## src/rtl/ha_result_accumulator.sv

```systemverilog
// Frame accumulator for half-adder results: sums 2*c+s per beat with saturation,
// counts beats, and presents a held frame result on a valid/ready output port.
module ha_result_accumulator #(
    parameter int W = 8
) (
    input  logic         clk,
    input  logic         rst,
    input  logic         in_valid,
    output logic         in_ready,
    input  logic         in_s,
    input  logic         in_c,
    input  logic         in_last,
    output logic         out_valid,
    input  logic         out_ready,
    output logic [W-1:0] sum_out,
    output logic [W-1:0] beats_out,
    output logic         ovf_out,
    output logic         illegal_out
);

    typedef enum logic [1:0] {
        IDLE  = 2'd0,
        ACCUM = 2'd1,
        HOLD  = 2'd2
    } state_t;

    localparam logic [W-1:0] MAX_VAL = '1;

    state_t         state_q, state_d;
    logic [W-1:0]   total_q, total_d;
    logic [W-1:0]   beats_q, beats_d;
    logic           ovf_q, ovf_d;
    logic           ill_q, ill_d;
    logic           in_ready_q, in_ready_d;
    logic           out_valid_q, out_valid_d;
    logic [W-1:0]   sum_out_q, sum_out_d;
    logic [W-1:0]   beats_out_q, beats_out_d;
    logic           ovf_out_q, ovf_out_d;
    logic           illegal_out_q, illegal_out_d;

    logic           accept;
    logic [1:0]     beat_value;
    logic           beat_illegal;
    logic           start_fresh;
    logic [W-1:0]   base_total;
    logic [W-1:0]   base_beats;
    logic           base_ovf;
    logic           base_ill;
    logic [W:0]     wide_total;
    logic [W-1:0]   beat_total;
    logic [W-1:0]   beat_beats;
    logic           beat_sat;

    // in_ready is a flop of the state decode, so out_ready never reaches it combinationally.
    assign accept = in_valid && in_ready_q;

    always_comb begin
        beat_illegal = in_c & in_s;
        beat_value   = beat_illegal ? 2'd0 : {in_c, in_s};

        // A frame opened in IDLE starts from zero regardless of leftover accumulator state.
        start_fresh  = (state_q == IDLE);
        base_total   = start_fresh ? '0   : total_q;
        base_beats   = start_fresh ? '0   : beats_q;
        base_ovf     = start_fresh ? 1'b0 : ovf_q;
        base_ill     = start_fresh ? 1'b0 : ill_q;

        wide_total   = {1'b0, base_total} + (W+1)'(beat_value);
        beat_sat     = wide_total[W];
        beat_total   = beat_sat ? MAX_VAL : wide_total[W-1:0];
        beat_beats   = (base_beats == MAX_VAL) ? MAX_VAL : base_beats + 1'b1;
    end

    always_comb begin
        state_d = state_q;
        total_d = total_q;
        beats_d = beats_q;
        ovf_d   = ovf_q;
        ill_d   = ill_q;

        case (state_q)
            IDLE, ACCUM: begin
                if (accept) begin
                    total_d = beat_total;
                    beats_d = beat_beats;
                    ovf_d   = base_ovf | beat_sat;
                    ill_d   = base_ill | beat_illegal;
                    state_d = in_last ? HOLD : ACCUM;
                end
            end
            HOLD: begin
                if (out_valid_q && out_ready) begin
                    state_d = IDLE;
                    total_d = '0;
                    beats_d = '0;
                    ovf_d   = 1'b0;
                    ill_d   = 1'b0;
                end
            end
            default: begin
                state_d = IDLE;
                total_d = '0;
                beats_d = '0;
                ovf_d   = 1'b0;
                ill_d   = 1'b0;
            end
        endcase

        // Output-port flops track the next state so the result appears the cycle after the last beat.
        in_ready_d    = (state_d != HOLD);
        out_valid_d   = (state_d == HOLD);
        sum_out_d     = out_valid_d ? total_d : '0;
        beats_out_d   = out_valid_d ? beats_d : '0;
        ovf_out_d     = out_valid_d & ovf_d;
        illegal_out_d = out_valid_d & ill_d;
    end

    always_ff @(posedge clk) begin
        if (rst) begin
            state_q       <= IDLE;
            total_q       <= '0;
            beats_q       <= '0;
            ovf_q         <= 1'b0;
            ill_q         <= 1'b0;
            in_ready_q    <= 1'b0;
            out_valid_q   <= 1'b0;
            sum_out_q     <= '0;
            beats_out_q   <= '0;
            ovf_out_q     <= 1'b0;
            illegal_out_q <= 1'b0;
        end else begin
            state_q       <= state_d;
            total_q       <= total_d;
            beats_q       <= beats_d;
            ovf_q         <= ovf_d;
            ill_q         <= ill_d;
            in_ready_q    <= in_ready_d;
            out_valid_q   <= out_valid_d;
            sum_out_q     <= sum_out_d;
            beats_out_q   <= beats_out_d;
            ovf_out_q     <= ovf_out_d;
            illegal_out_q <= illegal_out_d;
        end
    end

    assign in_ready    = in_ready_q;
    assign out_valid   = out_valid_q;
    assign sum_out     = sum_out_q;
    assign beats_out   = beats_out_q;
    assign ovf_out     = ovf_out_q;
    assign illegal_out = illegal_out_q;

endmodule

```

## config.mk

```make
export PLATFORM = sky130hd
export DESIGN_NAME = ha_result_accumulator
export DESIGN_NICKNAME = d
export VERILOG_FILES = /design/src/rtl/ha_result_accumulator.sv
export SDC_FILE = /design/constraint.sdc
export NUM_CORES = 1
export LEC_CHECK = 0
export CORE_MARGIN = 8
export CORE_UTILIZATION = 50
export CTS_CLUSTER_DIAMETER = 40
export DETAILED_ROUTE_END_ITERATION = 8
export PLACE_DENSITY = 0.72
export SLEW_MARGIN = 5
export SYNTH_ARGS = -nofsm -noshare
export SYNTH_HDL_FRONTEND = slang
export SYNTH_SLANG_ARGS = --single-unit
```

## constraint.sdc

```tcl
create_clock -name clk -period 2.7 [get_ports clk]
set_input_delay 0.54 -clock clk [delete_from_list [all_inputs] [get_ports clk]]
set_output_delay 0.54 -clock clk [all_outputs]
set_load 0.02 [all_outputs]
```

=== After elaboration in Yosys (flattened, before gate mapping) ===
Index checks and enable logic that the tools add are counted.

* Register bits: 40
* Bits in writable memories: 0
* Logic and storage cells: 52
* Bits of input ports: 7
* Memories kept: 0
* Bits in latches: 0
* Output and inout port bits: 20
* ROM bits: 0

* Reductions and logical operators: 5
* Shift operators: 0
* $lt $le $gt $ge: 0
* Add/sub/neg operators: 2
* Multiplexer cells: 23
* Div/mod/pow operators: 0
* Bitwise logic cells: 6
* Eq/ne operators: 5
* Multipliers: 0

{| class="wikitable"
|+ Operator list
! operator !! count
|-
| two-way mux 8 bit || 8
|-
| one-hot mux 8 bit (2 select lines) || 2
|-
| adder 8 x 2 -> 9 bit || 1
|-
| adder 8 x 1 -> 8 bit, second input constant || 1
|-
| equality test 8 bit, second input constant || 1
|-
| two-way mux 2 bit || 4
|-
| two-way mux 1 bit || 6
|-
| equality test 2 bit, second input constant || 2
|-
| one-hot mux 1 bit (2 select lines) || 2
|-
| one-hot mux 2 bit (2 select lines) || 1
|-
| OR reduction 2 bit || 2
|-
| bitwise AND 1 bit || 3
|-
| equality test 2 x 1 -> 1 bit, second input constant || 1
|-
| logical AND 1 bit || 2
|-
| logical NOT 2 bit || 1
|-
| != test 2 bit, second input constant || 1
|-
| OR 1 bit || 2
|-
| NOT 1 bit || 1
|}

=== Logic depth before layout (Yosys ltp) ===
Gate-level depths: netlist of run 1.

* Depth after elaboration: 7
* Depth in mapped cells: 10
* Gate-level depth less buffers: 9

=== Worst setup path after synthesis of run 1 ===
OpenSTA, ideal clock, no wires.

* Kind: register to register
* Start: reg state_q[1]
* End: reg ovf_out_q, in the netlist ovf_out
* Slack: 264 ps
* Data required time: 2634 ps
* Stages on the path, launching flop included: 9
* Period minus slack after synthesis: 2436 ps
* Path buffers: 2
* Setup time: 66 ps
* Data arrival time: 2371 ps
* Path through: dfxtp_1 > buf_6 > clkbuf_1 > o21ai_0 > fa_1 > nand3b_1 > or3_1 > a221oi_2 > nor2b_1

* Cells in the longest elaborated chain, start to end: 7
* Elaborated cells between the ends (all ways): 15
* Classes of those cells: add/sub (1); eq/ne (3); mux (7); bitwise (2); reduce/logical (2)

{| class="wikitable"
|+ Ends and longest elaborated chain
! what !! RTL line !! RTL
|-
| start: declaration || 29 || <nowiki>state_t state_q, state_d;</nowiki>
|-
| start signal: assignment || 132 || <nowiki>state_q <= state_d;</nowiki>
|-
| logical NOT 2 bit || 62, 81 ||
|-
| two-way mux 8 bit || 63 || <nowiki>base_total = start_fresh ? '0 : total_q;</nowiki>
|-
| adder 8 x 2 -> 9 bit || 68 || <nowiki>wide_total = {1'b0, base_total} + (W+1)'(beat_value);</nowiki>
|-
| OR 1 bit || 86 || <nowiki>ovf_d = base_ovf | beat_sat;</nowiki>
|-
| two-way mux 1 bit || 83 || <nowiki>if (accept) begin</nowiki>
|-
| one-hot mux 1 bit (2 select lines) || 81 || <nowiki>case (state_q)</nowiki>
|-
| bitwise AND 1 bit * || 114 || <nowiki>ovf_out_d = out_valid_d & ovf_d;</nowiki>
|-
| end signal: assignment || 141 || <nowiki>ovf_out_q <= ovf_out_d;</nowiki>
|-
| end: declaration || 38 || <nowiki>logic ovf_out_q, ovf_out_d;</nowiki>
|}

Mark *: on every way between the ends. The rest lies on a longest branch, timed or not.
A chain may end at the register's enable or synchronous reset.

=== Final worst setup path of run 1 ===
* Start: in in_s
* End: reg ovf_q

* Cells in the longest elaborated chain, start to end: 6

{| class="wikitable"
|+ Ends and longest elaborated chain
! what !! RTL line !! RTL
|-
| start: declaration || 10 || <nowiki>input logic in_s,</nowiki>
|-
| bitwise AND 1 bit || 58 || <nowiki>beat_illegal = in_c & in_s;</nowiki>
|-
| two-way mux 2 bit * || 59 || <nowiki>beat_value = beat_illegal ? 2'd0 : {in_c, in_s};</nowiki>
|-
| adder 8 x 2 -> 9 bit * || 68 ||
|-
| OR 1 bit * || 86 ||
|-
| two-way mux 1 bit * || 83 ||
|-
| one-hot mux 1 bit (2 select lines) * || 81 ||
|-
| end signal: assignment || 135 || <nowiki>ovf_q <= ovf_d;</nowiki>
|-
| end: declaration || 32 || <nowiki>logic ovf_q, ovf_d;</nowiki>
|}

Marked as above.

==> results of run 1 <==
==> routing by layer <==
metal / global-route usage, % / part of all wire [%]
met3: 5.13 / 7.4
met2: 26.8 / 44
met4: 6.36 / 1.2
met1: 22.8 / 47
met5: 0 / 0
==> kinds of logic after synthesis <==
kind of cell / Yosys count / share of synthesized area, %
AO/OA/AOI/OAI: 71 / 25.1
XOR/XNOR: 2 / 0.853
adder cells (fa/ha/maj): 4 / 2.80
buffers and inverters: 27 / 6.34
flip-flops: 40 / 39.0
multiplexers: 2 / 1.04
AND/OR/NAND/NOR: 86 / 24.9
==> power breakdown <==
| group | total, mW | switching [mW] | internal, mW |
|---|---|---|---|
| clock | 0.534 | 0.208 | 0.326 |
| sequential | 0.634 | 0.0261 | 0.608 |
| combinational | 0.172 | 0.100 | 0.0722 |
==> state kept, by name (all words and copies together), names as in the netlist <==
register and flops:
beats_out 8, beats_q 8, ill_q 1, illegal_out 1, in_ready 1, out_valid 1
ovf_out 1, ovf_q 1, state_q 2, sum_out 8, total_q 8
==> cells in the final DEF (no fill, tap or decap), types with 2 or more instances in the layout <==
master / n
sky130_fd_sc_hd__ha_1: 3
sky130_fd_sc_hd__nor4_1: 2
sky130_fd_sc_hd__nand3b_1: 4
sky130_fd_sc_hd__a211oi_1: 9
sky130_fd_sc_hd__o211a_1: 3
sky130_fd_sc_hd__a221oi_1: 2
sky130_fd_sc_hd__o22ai_1: 2
sky130_fd_sc_hd__o221ai_1: 3
sky130_fd_sc_hd__xnor2_1: 2
sky130_fd_sc_hd__nor2b_1: 11
sky130_fd_sc_hd__nor3_1: 12
sky130_fd_sc_hd__buf_4: 14
sky130_fd_sc_hd__a221oi_2: 3
sky130_fd_sc_hd__nand2_1: 12
sky130_fd_sc_hd__or3_1: 2
sky130_fd_sc_hd__dfxtp_1: 40
sky130_fd_sc_hd__clkdlybuf4s50_1: 26
sky130_fd_sc_hd__nor2_2: 2
sky130_fd_sc_hd__nor4b_1: 3
sky130_fd_sc_hd__o21a_1: 2
sky130_fd_sc_hd__a21oi_1: 17
sky130_fd_sc_hd__a2bb2oi_1: 2
sky130_fd_sc_hd__clkbuf_8: 7
sky130_fd_sc_hd__nand3_1: 7
sky130_fd_sc_hd__inv_1: 11
sky130_fd_sc_hd__o21ai_0: 10
sky130_fd_sc_hd__and2_1: 5
sky130_fd_sc_hd__nor2_1: 15
==> area by class of cell <==
type,instances,area (um2)
well taps,50,62.6
fillers,369,1440
inverters,12,45.0
repair buffers,40,365
flip-flops and latches,40,801
multi-input cells,165,1130
clock buffers,7,96.3
clock inverters,1,30.0
==> critical path, delay by kind of cell <==
family	cells	cell delay, ps
compound gates	1	240
fa+ha+maj	2	540
buf+inv	2	520
simple gates	4	870
==> path summary, 6_finish.rpt <==
kind                                              end  depth (start not counted)
worst max register to register       ovf_q$_SDFF_PP0_                          9
worst min-delay path            sum_out[0]$_SDFF_PP0_                          2
worst min register to register  sum_out[0]$_SDFF_PP0_                          2
worst max-delay path                 ovf_q$_SDFF_PP0_                          9
==> timing repair <==
item,4_1_cts,5_1_grt
resized for setup,0,2
setup endpoints to repair,0,3
endpoints found under the hold margin,0,0
==> impl_metrics.env, run 1 <==
export IMPL_run_status="completed"
export IMPL_io_pins=27
export IMPL_rsz0062_at_grt="no"
export IMPL_fin_crit_sh_pct=91.3
export IMPL_synth_async_sr_flop_share_pct=0
export IMPL_drt_pass1_iter_count=5
export IMPL_synth_most_common_cell="sky130_fd_sc_hd__dfxtp_1"
export IMPL_route_final_wire_length_mm=5.22
export IMPL_floorplan_rows=23
export IMPL_syn_cell_area_mm2=0.00205
export IMPL_fin_tns_setup_ps=0
export IMPL_fin_area_mm2=0.00253
export IMPL_placed_area_mm2=0.00240
export IMPL_synthCells=232
export IMPL_detailedPlace_worstSlack_ps=-89.6
export IMPL_remaining_overflow_grt=0
export IMPL_fin_hold_ws_ps=494
export IMPL_detailroute_via_count=1863
export IMPL_regToRegSetupSlack_ps=400
export IMPL_cp_slowest_stage_delay_ps=470
export IMPL_fin_crit_ps=2470
export IMPL_hold_viol=0
export IMPL_route_antenna_remaining_nets=0
export IMPL_drt_drc_violations_left=0
export IMPL_r2r_start="state_q[0]$_SDFF_PP0_"
export IMPL_finalWorstSetupSlack_ps=234
export IMPL_dr_first_iter_drc_count=219
export IMPL_syn2layout_area_growth_pct=23.3
export IMPL_setup_worst_path_start="in_s"
export IMPL_routabilityCongestion=0.918
export IMPL_tritoncts="built"
export IMPL_cellPowerDensity_mw_per_mm2=530
export IMPL_path_cells="clkdlybuf4s50_1, nor2b_2, ha_1, inv_1, fa_1, nand3b_1, or3_1, a221oi_2, and2_1"
export IMPL_peakVddDrop_mv=0.359
export IMPL_drv_cap=0
export IMPL_via_per_inst=5.91
export IMPL_setup_viol=0
export IMPL_synth_enable_flop_cells=0
export IMPL_timing_max_transition_violations_final=0
export IMPL_grt_pass1_wl_mm=8.88
export IMPL_largest_net_degree_at_the_start_of_global_routing=22
export IMPL_dieWidth_um=80.1
export IMPL_clock_tree_buffer_depth=2
export IMPL_seq_area_frac_synth_pct=39.0
export IMPL_total_leakage_power_nw=0.961
export IMPL_total_cts_buffers=5
export IMPL_worst_slew_pin_transition_ps=473
export IMPL_slowest_stage="sky130_fd_sc_hd__clkdlybuf4s50_1"
export IMPL_synth_top_flop_cell="sky130_fd_sc_hd__dfxtp_1"
export IMPL_path_class="in -> reg"
export IMPL_worstPathMaxFanout=5
export IMPL_maxClockFrequency_ghz=0.406
export IMPL_utilization_after_layout_pct=63.7
export IMPL_worstSkewPairLatency_ps=300
export IMPL_clkSlewWorstSetupHoldPaths_ps=80
export IMPL_tritoncts_num_sinks=40
export IMPL_antenna_cells=0
export IMPL_portBuffers=26
export IMPL_cts_setup_buffers=0
export IMPL_core_area_mm2=0.00397
export IMPL_cts_root_buffer="sky130_fd_sc_hd__clkbuf_8"
export IMPL_yosysTopAreaCellShare_pct=39.0
export IMPL_grt_antenna_before_repair=0
export IMPL_worstSetupStartpointType="input pin"
export IMPL_crit_path_arrival_time_ps=2710
export IMPL_groute_usage_overall_pct=17.5
export IMPL_synthDominantAreaCellType="sky130_fd_sc_hd__dfxtp_1"
export IMPL_die_area_mm2=0.00641
export IMPL_timing_slew_headroom_pct=68.5
export IMPL_wl_per_cell_um=16.6
export IMPL_die_height_um=80.1
export IMPL_netlist_top_cells_area="sky130_fd_sc_hd__dfxtp_1 (39%), sky130_fd_sc_hd__a21oi_1 (4.1%), sky130_fd_sc_hd__nor2b_1 (3.7%), sky130_fd_sc_hd__a211oi_1 (3.3%), sky130_fd_sc_hd__nor3_1 (2.9%)"
export IMPL_netlist_top_cells_count="sky130_fd_sc_hd__dfxtp_1 (40), sky130_fd_sc_hd__a21oi_1 (17), sky130_fd_sc_hd__nor2_1 (15)"
export IMPL_dp_cells=307
export IMPL_cts_hold_buf=0
export IMPL_ys_ff_latch=40
export IMPL_finClkSkew_ps=8.04
export IMPL_synth_area_per_cell_um2=8.85
export IMPL_final_instance_count_excl_fill=315
export IMPL_post_dp_hpwl_mm=3.77
export IMPL_report_power_total_mw=1.34
export IMPL_beginning_of_the_worst_hold_path="total_q[0]$_SDFF_PP0_"
export IMPL_required_ps=2950
export IMPL_drive_gt1_share_pct=14.3
export IMPL_min_path_type="reg -> reg"
export IMPL_yosysWarnings=0
export IMPL_worst_setup_path_end_kind="flip-flop"
export IMPL_floorplan_initialDensity_pct=51.7
export IMPL_finish_net_count=275
export IMPL_syn_num_nets=243
export IMPL_vias_in_the_first_global_route=1815
export IMPL_cts_max_level=2
export IMPL_yosysUniqueCellTypes=62
Note: power is estimated with default switching activity, not from simulation.
==> run 2: changes to the inputs <==
--- a/config.mk
+++ b/config.mk
@@ -11,3 +11,3 @@
 export DETAILED_ROUTE_END_ITERATION = 8
-export PLACE_DENSITY = 0.72
+export PLACE_DENSITY = 0.76
 export SLEW_MARGIN = 5
==> constraint.sdc (replaced) <==
create_clock -name clk -period 2.7 [get_ports clk]
set_input_delay 0.675 -clock clk [delete_from_list [all_inputs] [get_ports clk]]
set_output_delay 0.675 -clock clk [all_outputs]
set_load 0.02 [all_outputs]
==> run 2 against run 1 <==
  * Register-to-register slack worse by 160 ps
  * First-iteration DRC count down 14%
  * Clock skew down 5.3 ps
  * Combinational power about the same
==> impl_metrics.env, run 2 (same netlist as run 1, synthesis figures left out) <==
export IMPL_run_status="completed"
export IMPL_fin_crit_sh_pct=91.3
export IMPL_crit_path_arrival_time_ps=2700
export IMPL_remaining_overflow_grt=0
export IMPL_groute_usage_overall_pct=17.1
export IMPL_area_sequential_um2=801
export IMPL_worstPathMaxFanout=5
export IMPL_largest_net_degree_at_the_start_of_global_routing=21
export IMPL_grt_pass1_wl_mm=8.65
export IMPL_route_final_wire_length_mm=5.23
export IMPL_syn2layout_area_growth_pct=22.9
export IMPL_dp_cells=307
export IMPL_clkSlewWorstSetupHoldPaths_ps=80
export IMPL_portBuffers=26
export IMPL_cellPowerDensity_mw_per_mm2=479
export IMPL_drt_pass1_iter_count=5
export IMPL_cts_hold_buf=0
export IMPL_required_ps=2940
export IMPL_dieWidth_um=80.1
export IMPL_drt_drc_violations_left=0
export IMPL_worstSkewPairLatency_ps=300
export IMPL_tritoncts="built"
export IMPL_drive_gt1_share_pct=15.7
export IMPL_worstSetupStartpointType="flip-flop"
export IMPL_maxClockFrequency_ghz=0.406
export IMPL_switchingPower_mw=0.347
export IMPL_mostFrequentLayoutCells="sky130_fd_sc_hd__dfxtp_1 (40), sky130_fd_sc_hd__clkdlybuf4s50_1 (24), sky130_fd_sc_hd__a21oi_1 (17), sky130_fd_sc_hd__buf_4 (16), sky130_fd_sc_hd__nor2_1 (15)"
export IMPL_worst_setup_path_end_kind="flip-flop"
export IMPL_total_cts_buffers=5
export IMPL_min_path_type="reg -> reg"
export IMPL_finClkSkew_ps=2.70
export IMPL_clock_tree_buffer_depth=2
export IMPL_fin_area_mm2=0.00252
export IMPL_power_share_switching_pct=28.7
export IMPL_finish_net_count=277
export IMPL_final_instance_count_excl_fill=317
export IMPL_die_height_um=80.1
export IMPL_path_cells="nor2_2, nor2b_1, ha_2, inv_1, fa_1, nand3b_1, or3_4, a221oi_2, nor2b_1"
export IMPL_floorplan_rows=23
export IMPL_timing_slew_headroom_pct=60.8
export IMPL_peakVddDrop_mv=0.305
export IMPL_dr_first_iter_drc_count=188
export IMPL_wl_per_cell_um=16.5
export IMPL_floorplan_initialDensity_pct=51.7
export IMPL_drv_cap=0
export IMPL_hold_viol=0
export IMPL_fin_crit_ps=2460
export IMPL_worst_slew_pin_transition_ps=588
export IMPL_critPathBufInv=1
export IMPL_area_occupied_by_multi_input_gates_mm2=0.00114
export IMPL_cp_slowest_stage_delay_ps=450
export IMPL_core_area_mm2=0.00397
export IMPL_antenna_cells=0
export IMPL_route_antenna_remaining_nets=0
export IMPL_internal_dissipation_mw=0.861
export IMPL_timing_critical_path_mode_cell="sky130_fd_sc_hd__nor2b_1"
export IMPL_path_class="reg -> reg"
export IMPL_die_area_mm2=0.00641
export IMPL_utilization_after_layout_pct=63.5
export IMPL_final_common_cell="sky130_fd_sc_hd__dfxtp_1"
export IMPL_placed_area_mm2=0.00240
export IMPL_cts_max_level=2
export IMPL_pwr_share_comb_pct=14.4
export IMPL_detailedPlace_worstSlack_ps=-304
export IMPL_io_pins=27
export IMPL_tritoncts_num_sinks=40
export IMPL_power_share_clock_pct=33.1
export IMPL_cts_root_buffer="sky130_fd_sc_hd__clkbuf_8"
export IMPL_vias_in_the_first_global_route=1762
export IMPL_finalWorstSetupSlack_ps=236
export IMPL_setup_viol=0
export IMPL_slowest_stage="sky130_fd_sc_hd__dfxtp_1"
export IMPL_cp_top_family="simple AND/OR/NAND/NOR gates"
export IMPL_via_per_inst=5.90
export IMPL_detailroute_via_count=1871
export IMPL_grt_antenna_before_repair=0
export IMPL_fin_hold_ws_ps=516
export IMPL_sequentialPowerShare_pct=52.5
export IMPL_post_dp_hpwl_mm=3.68
export IMPL_rsz0062_at_grt="no"
export IMPL_num_fill_cells=351
export IMPL_total_leakage_power_nw=0.974
export IMPL_timing_max_transition_violations_final=0
export IMPL_routabilityCongestion=0.917
-- run 2: changes by cell type in the layout (fill, tap and decap cells not counted), sizes merged --
| cell | delta |
|---|---|
| buf | +2 |
| bufinv | -1 |
| clkbuf | -2 |
| clkdlybuf4s50 | -2 |
| clkinv | +3 |
| dlymetal6s2s | +2 |
-- run 2: through the flow --
| step | power, mW | setup TNS [ps] |
|---|---|---|
| finish | 1.21 | 0 |
| global route | 1.26 | 0 |
| CTS | 1.21 | 0 |
| detailed placement | 0.817 | -2790 |
| global placement | 0.814 | -1870 |
| floorplan | 0.754 | 0 |
-- run 2: area by class of cell --
class                           instances  area share (%)
Clock buffer                            5            2.73
Clock inverter                          3           0.744
Inverter                               12            1.78
Multi-Input combinational cell        165            45.3
Sequential cell                        40            31.7
Tap cell                               50            2.48
Timing Repair Buffer                   42            15.3
-- run 2: path summary, 6_finish.rpt --
kind	from	to	slack (ps)	depth (start not counted)
max reg2reg	state_q[1]$_SDFF_PP0_	ovf_out$_SDFF_PP0_	240	9
min reg2reg	total_q[0]$_SDFF_PP0_	total_q[0]$_SDFF_PP0_	520	2
max	state_q[1]$_SDFF_PP0_	ovf_out$_SDFF_PP0_	240	9
min	total_q[0]$_SDFF_PP0_	total_q[0]$_SDFF_PP0_	520	2
-- run 2: what timing repair did --
item | 4_1_cts | 5_1_grt
endpoints found under the hold margin | 0 | 0
setup endpoints to repair | 0 | 10
gates resized for setup | 0 | 7
setup buffers | 0 | 2
-- run 2: metal layers --
| layer | up-vias | GRT usage (%) | wire length (um) |
|---|---|---|---|
| li1 | 925 | - | - |
| met1 | 875 | 21.3 | 2290 |
| met2 | 63 | 26.9 | 2520 |
| met3 | 8 | 4.02 | 331 |
| met4 | 0 | 8.36 | 85 |
| met5 | - | 0 | 0 |
-- run 2: tightest hold or removal path: stages, from the launching register on --
cell and delay, ps:
sky130_fd_sc_hd__dfxtp_1 330, sky130_fd_sc_hd__nand2_1 80, sky130_fd_sc_hd__a21oi_1 60
-- run 2: power groups by stage --
stage	clock (mW)	sequential (mW)	combinational [mW]
6_report	0.400	0.634	0.174
3_5_place_dp	0	0.647	0.170
2_1_floorplan	0	0.642	0.111
4_1_cts	0.406	0.634	0.171
5_1_grt	0.432	0.638	0.188
3_3_place_gp	0	0.647	0.167
==> run 3: changes to the inputs <==
==> constraint.sdc (replaced) <==
create_clock -name clk -period 2.7 [get_ports clk]
set_input_delay 0.54 -clock clk [delete_from_list [all_inputs] [get_ports clk]]
set_output_delay 0.54 -clock clk [all_outputs]
set_load 0.02 [all_outputs]
==> run 3 against run 2 <==
  * Critical path type is now in -> reg
  * Clock skew rose by 5.6 ps
  * Clock power increased by 22%
  * Hold slack got worse by 1.2 ps
  * Critical endpoint is now total_q[1]$_SDFF_PP0_
  * First-iteration DRC count is 7.4% higher
  * Sequential power about the same
  * Highest routed layer unchanged
  * Sequential share of layout area is essentially flat
  * Design area increased by 0.15%
==> impl_metrics.env, run 3 (same netlist as run 1, synthesis figures left out) <==
export IMPL_total_cts_buffers=5
export IMPL_core_area_mm2=0.00397
export IMPL_maxClockFrequency_ghz=0.380
export IMPL_floorplan_initialDensity_pct=51.7
export IMPL_finish_net_count=275
export IMPL_post_dp_hpwl_mm=3.86
export IMPL_beginning_of_the_worst_hold_path="total_q[0]$_SDFF_PP0_"
export IMPL_route_antenna_remaining_nets=0
export IMPL_io_pins=27
export IMPL_cts_hold_buf=0
export IMPL_placed_area_mm2=0.00239
export IMPL_fin_tns_setup_ps=0
export IMPL_rsz0062_at_grt="yes"
export IMPL_total_leakage_power_nw=0.959
export IMPL_detailroute_via_count=1912
export IMPL_die_area_mm2=0.00641
export IMPL_clock_tree_buffer_depth=2
export IMPL_finClkSkew_ps=8.25
export IMPL_fin_crit_sh_pct=97.5
export IMPL_use_met3_pct=4.58
export IMPL_timing_slew_headroom_pct=67.3
export IMPL_run_status="completed"
export IMPL_num_fill_cells=347
export IMPL_worst_setup_path_end_kind="flip-flop"
export IMPL_routabilityCongestion=0.920
export IMPL_drt_pass1_iter_count=4
export IMPL_worstSetupStartpointType="input pin"
export IMPL_path_class="in -> reg"
export IMPL_worstSkewPairLatency_ps=300
export IMPL_worstRegToRegCells=10
export IMPL_fin_crit_ps=2630
export IMPL_dr_first_iter_drc_count=202
export IMPL_setup_viol=0
export IMPL_grt_most_used_layer="met2"
export IMPL_largest_net_degree_at_the_start_of_global_routing=21
export IMPL_route_final_wire_length_mm=5.40
export IMPL_vias_in_the_first_global_route=1858
export IMPL_remaining_overflow_grt=0
export IMPL_timing_max_transition_violations_final=0
export IMPL_tritoncts_num_sinks=40
export IMPL_r2r_start="state_q[0]$_SDFF_PP0_"
export IMPL_hold_path_endpoint="sum_out[0]$_SDFF_PP0_"
export IMPL_required_ps=2930
export IMPL_portBuffers=26
export IMPL_drive_gt1_share_pct=14.3
export IMPL_reg2reg_to="total_q[1]$_SDFF_PP0_"
export IMPL_regToRegSetupSlack_ps=250
export IMPL_grt_pass1_wl_mm=9.05
export IMPL_min_path_type="reg -> reg"
export IMPL_drt_drc_violations_left=0
export IMPL_hold_path_depth=2
export IMPL_via_per_inst=6.07
export IMPL_fin_area_mm2=0.00253
export IMPL_peakVddDrop_mv=0.287
export IMPL_final_common_cell="sky130_fd_sc_hd__dfxtp_1"
export IMPL_drv_cap=0
export IMPL_antenna_cells=0
export IMPL_grt_antenna_before_repair=0
export IMPL_clkSlewWorstSetupHoldPaths_ps=80
export IMPL_tritoncts="built"
export IMPL_mostFrequentLayoutCells="sky130_fd_sc_hd__dfxtp_1 (40), sky130_fd_sc_hd__clkdlybuf4s50_1 (26), sky130_fd_sc_hd__a21oi_1 (17), sky130_fd_sc_hd__nor2_1 (15), sky130_fd_sc_hd__buf_4 (14)"
export IMPL_groute_usage_overall_pct=17.7
export IMPL_groute_layer_met2_usage_pct=28.0
export IMPL_hold_viol=0
export IMPL_cts_root_buffer="sky130_fd_sc_hd__clkbuf_8"
export IMPL_crit_path_arrival_time_ps=2860
export IMPL_met1_usage_pct=21.7
export IMPL_cellPowerDensity_mw_per_mm2=512
export IMPL_wl_per_cell_um=17.1
export IMPL_worst_slew_pin_transition_ps=478
export IMPL_floorplan_rows=23
export IMPL_dieWidth_um=80.1
export IMPL_die_height_um=80.1
export IMPL_syn2layout_area_growth_pct=23.1
export IMPL_worstPathMaxFanout=5
export IMPL_cts_max_level=2
run 3: cell count changes in the layout (fill, tap and decap cells not counted), sizes merged:
| cell | previous run | this run |
|---|---|---|
| buf | 16 | 14 |
| dlymetal6s2s | 2 | 0 |
| clkbuf | 5 | 6 |
| clkinv | 3 | 1 |
| clkdlybuf4s50 | 24 | 26 |
| bufinv | 0 | 1 |
run 3: worst max-delay path by stage:
stage | start | slack [ps] | cells after the start | to
2_1_floorplan | state_q[1]$_SDFF_PP0_ | 260 | 8 | ovf_out$_SDFF_PP0_
3_3_place_gp | in_s | -80 | 10 | sum_out[4]$_SDFF_PP0_
3_5_place_dp | in_s | -190 | 9 | ovf_q$_SDFF_PP0_
4_1_cts | in_s | 100 | 9 | ovf_q$_SDFF_PP0_
5_1_grt | in_s | -30 | 9 | ovf_q$_SDFF_PP0_
6_report | in_s | 70 | 10 | total_q[1]$_SDFF_PP0_
run 3: what timing repair did:
action	in CTS	in global routing
endpoints found under the setup margin	0	4
resized for setup	0	4
setup buffers	0	1
run 3: final cells by class:
type	count	area (um2)	area share [%]
Multi-Input combinational cell	165	1150	45.3
Sequential cell	40	801	31.7
Timing Repair Buffer	40	365	14.5
Clock buffer	6	72.6	2.87
Tap cell	50	62.6	2.48
Inverter	12	45.0	1.78
Clock inverter	2	35.0	1.39
run 3: per-layer routing:
| layer | wire length, um | vias up |
|---|---|---|
| met2 | 2590 | 79 |
| met5 | 0 | - |
| met1 | 2280 | 900 |
| li1 | - | 919 |
| met4 | 104 | 0 |
| met3 | 425 | 14 |
run 3: where the power goes:
group / switching [mW] / total, mW / internal [mW] / leakage [nW]
Sequential: 0.0271 / 0.635 / 0.608 / 0.324
Combinational: 0.101 / 0.173 / 0.0719 / 0.579
Clock: 0.213 / 0.487 / 0.274 / 0.0552
run 3: through the flow:
step	setup slack, ps	total power [mW]	hold WS [ps]	util, %	cells
2_1_floorplan	264	0.754	463	-	232
3_3_place_gp	-80.7	0.813	485	60.1	306
3_5_place_dp	-186	0.817	496	60.1	306
4_1_cts	102	1.30	508	62.9	314
5_1_grt	-26.8	1.35	570	63.6	315
6_report	67.7	1.30	515	63.6	315
run 3: critical path: stages:
cell                              delay [ps]
sky130_fd_sc_hd__clkdlybuf4s50_1         470
sky130_fd_sc_hd__nor2b_2                 140
sky130_fd_sc_hd__ha_1                    180
sky130_fd_sc_hd__inv_1                    60
sky130_fd_sc_hd__fa_1                    380
sky130_fd_sc_hd__nand3b_1                270
sky130_fd_sc_hd__buf_4                   190
sky130_fd_sc_hd__o311ai_0                380
sky130_fd_sc_hd__a22oi_1                 150
sky130_fd_sc_hd__nor2_1                  100
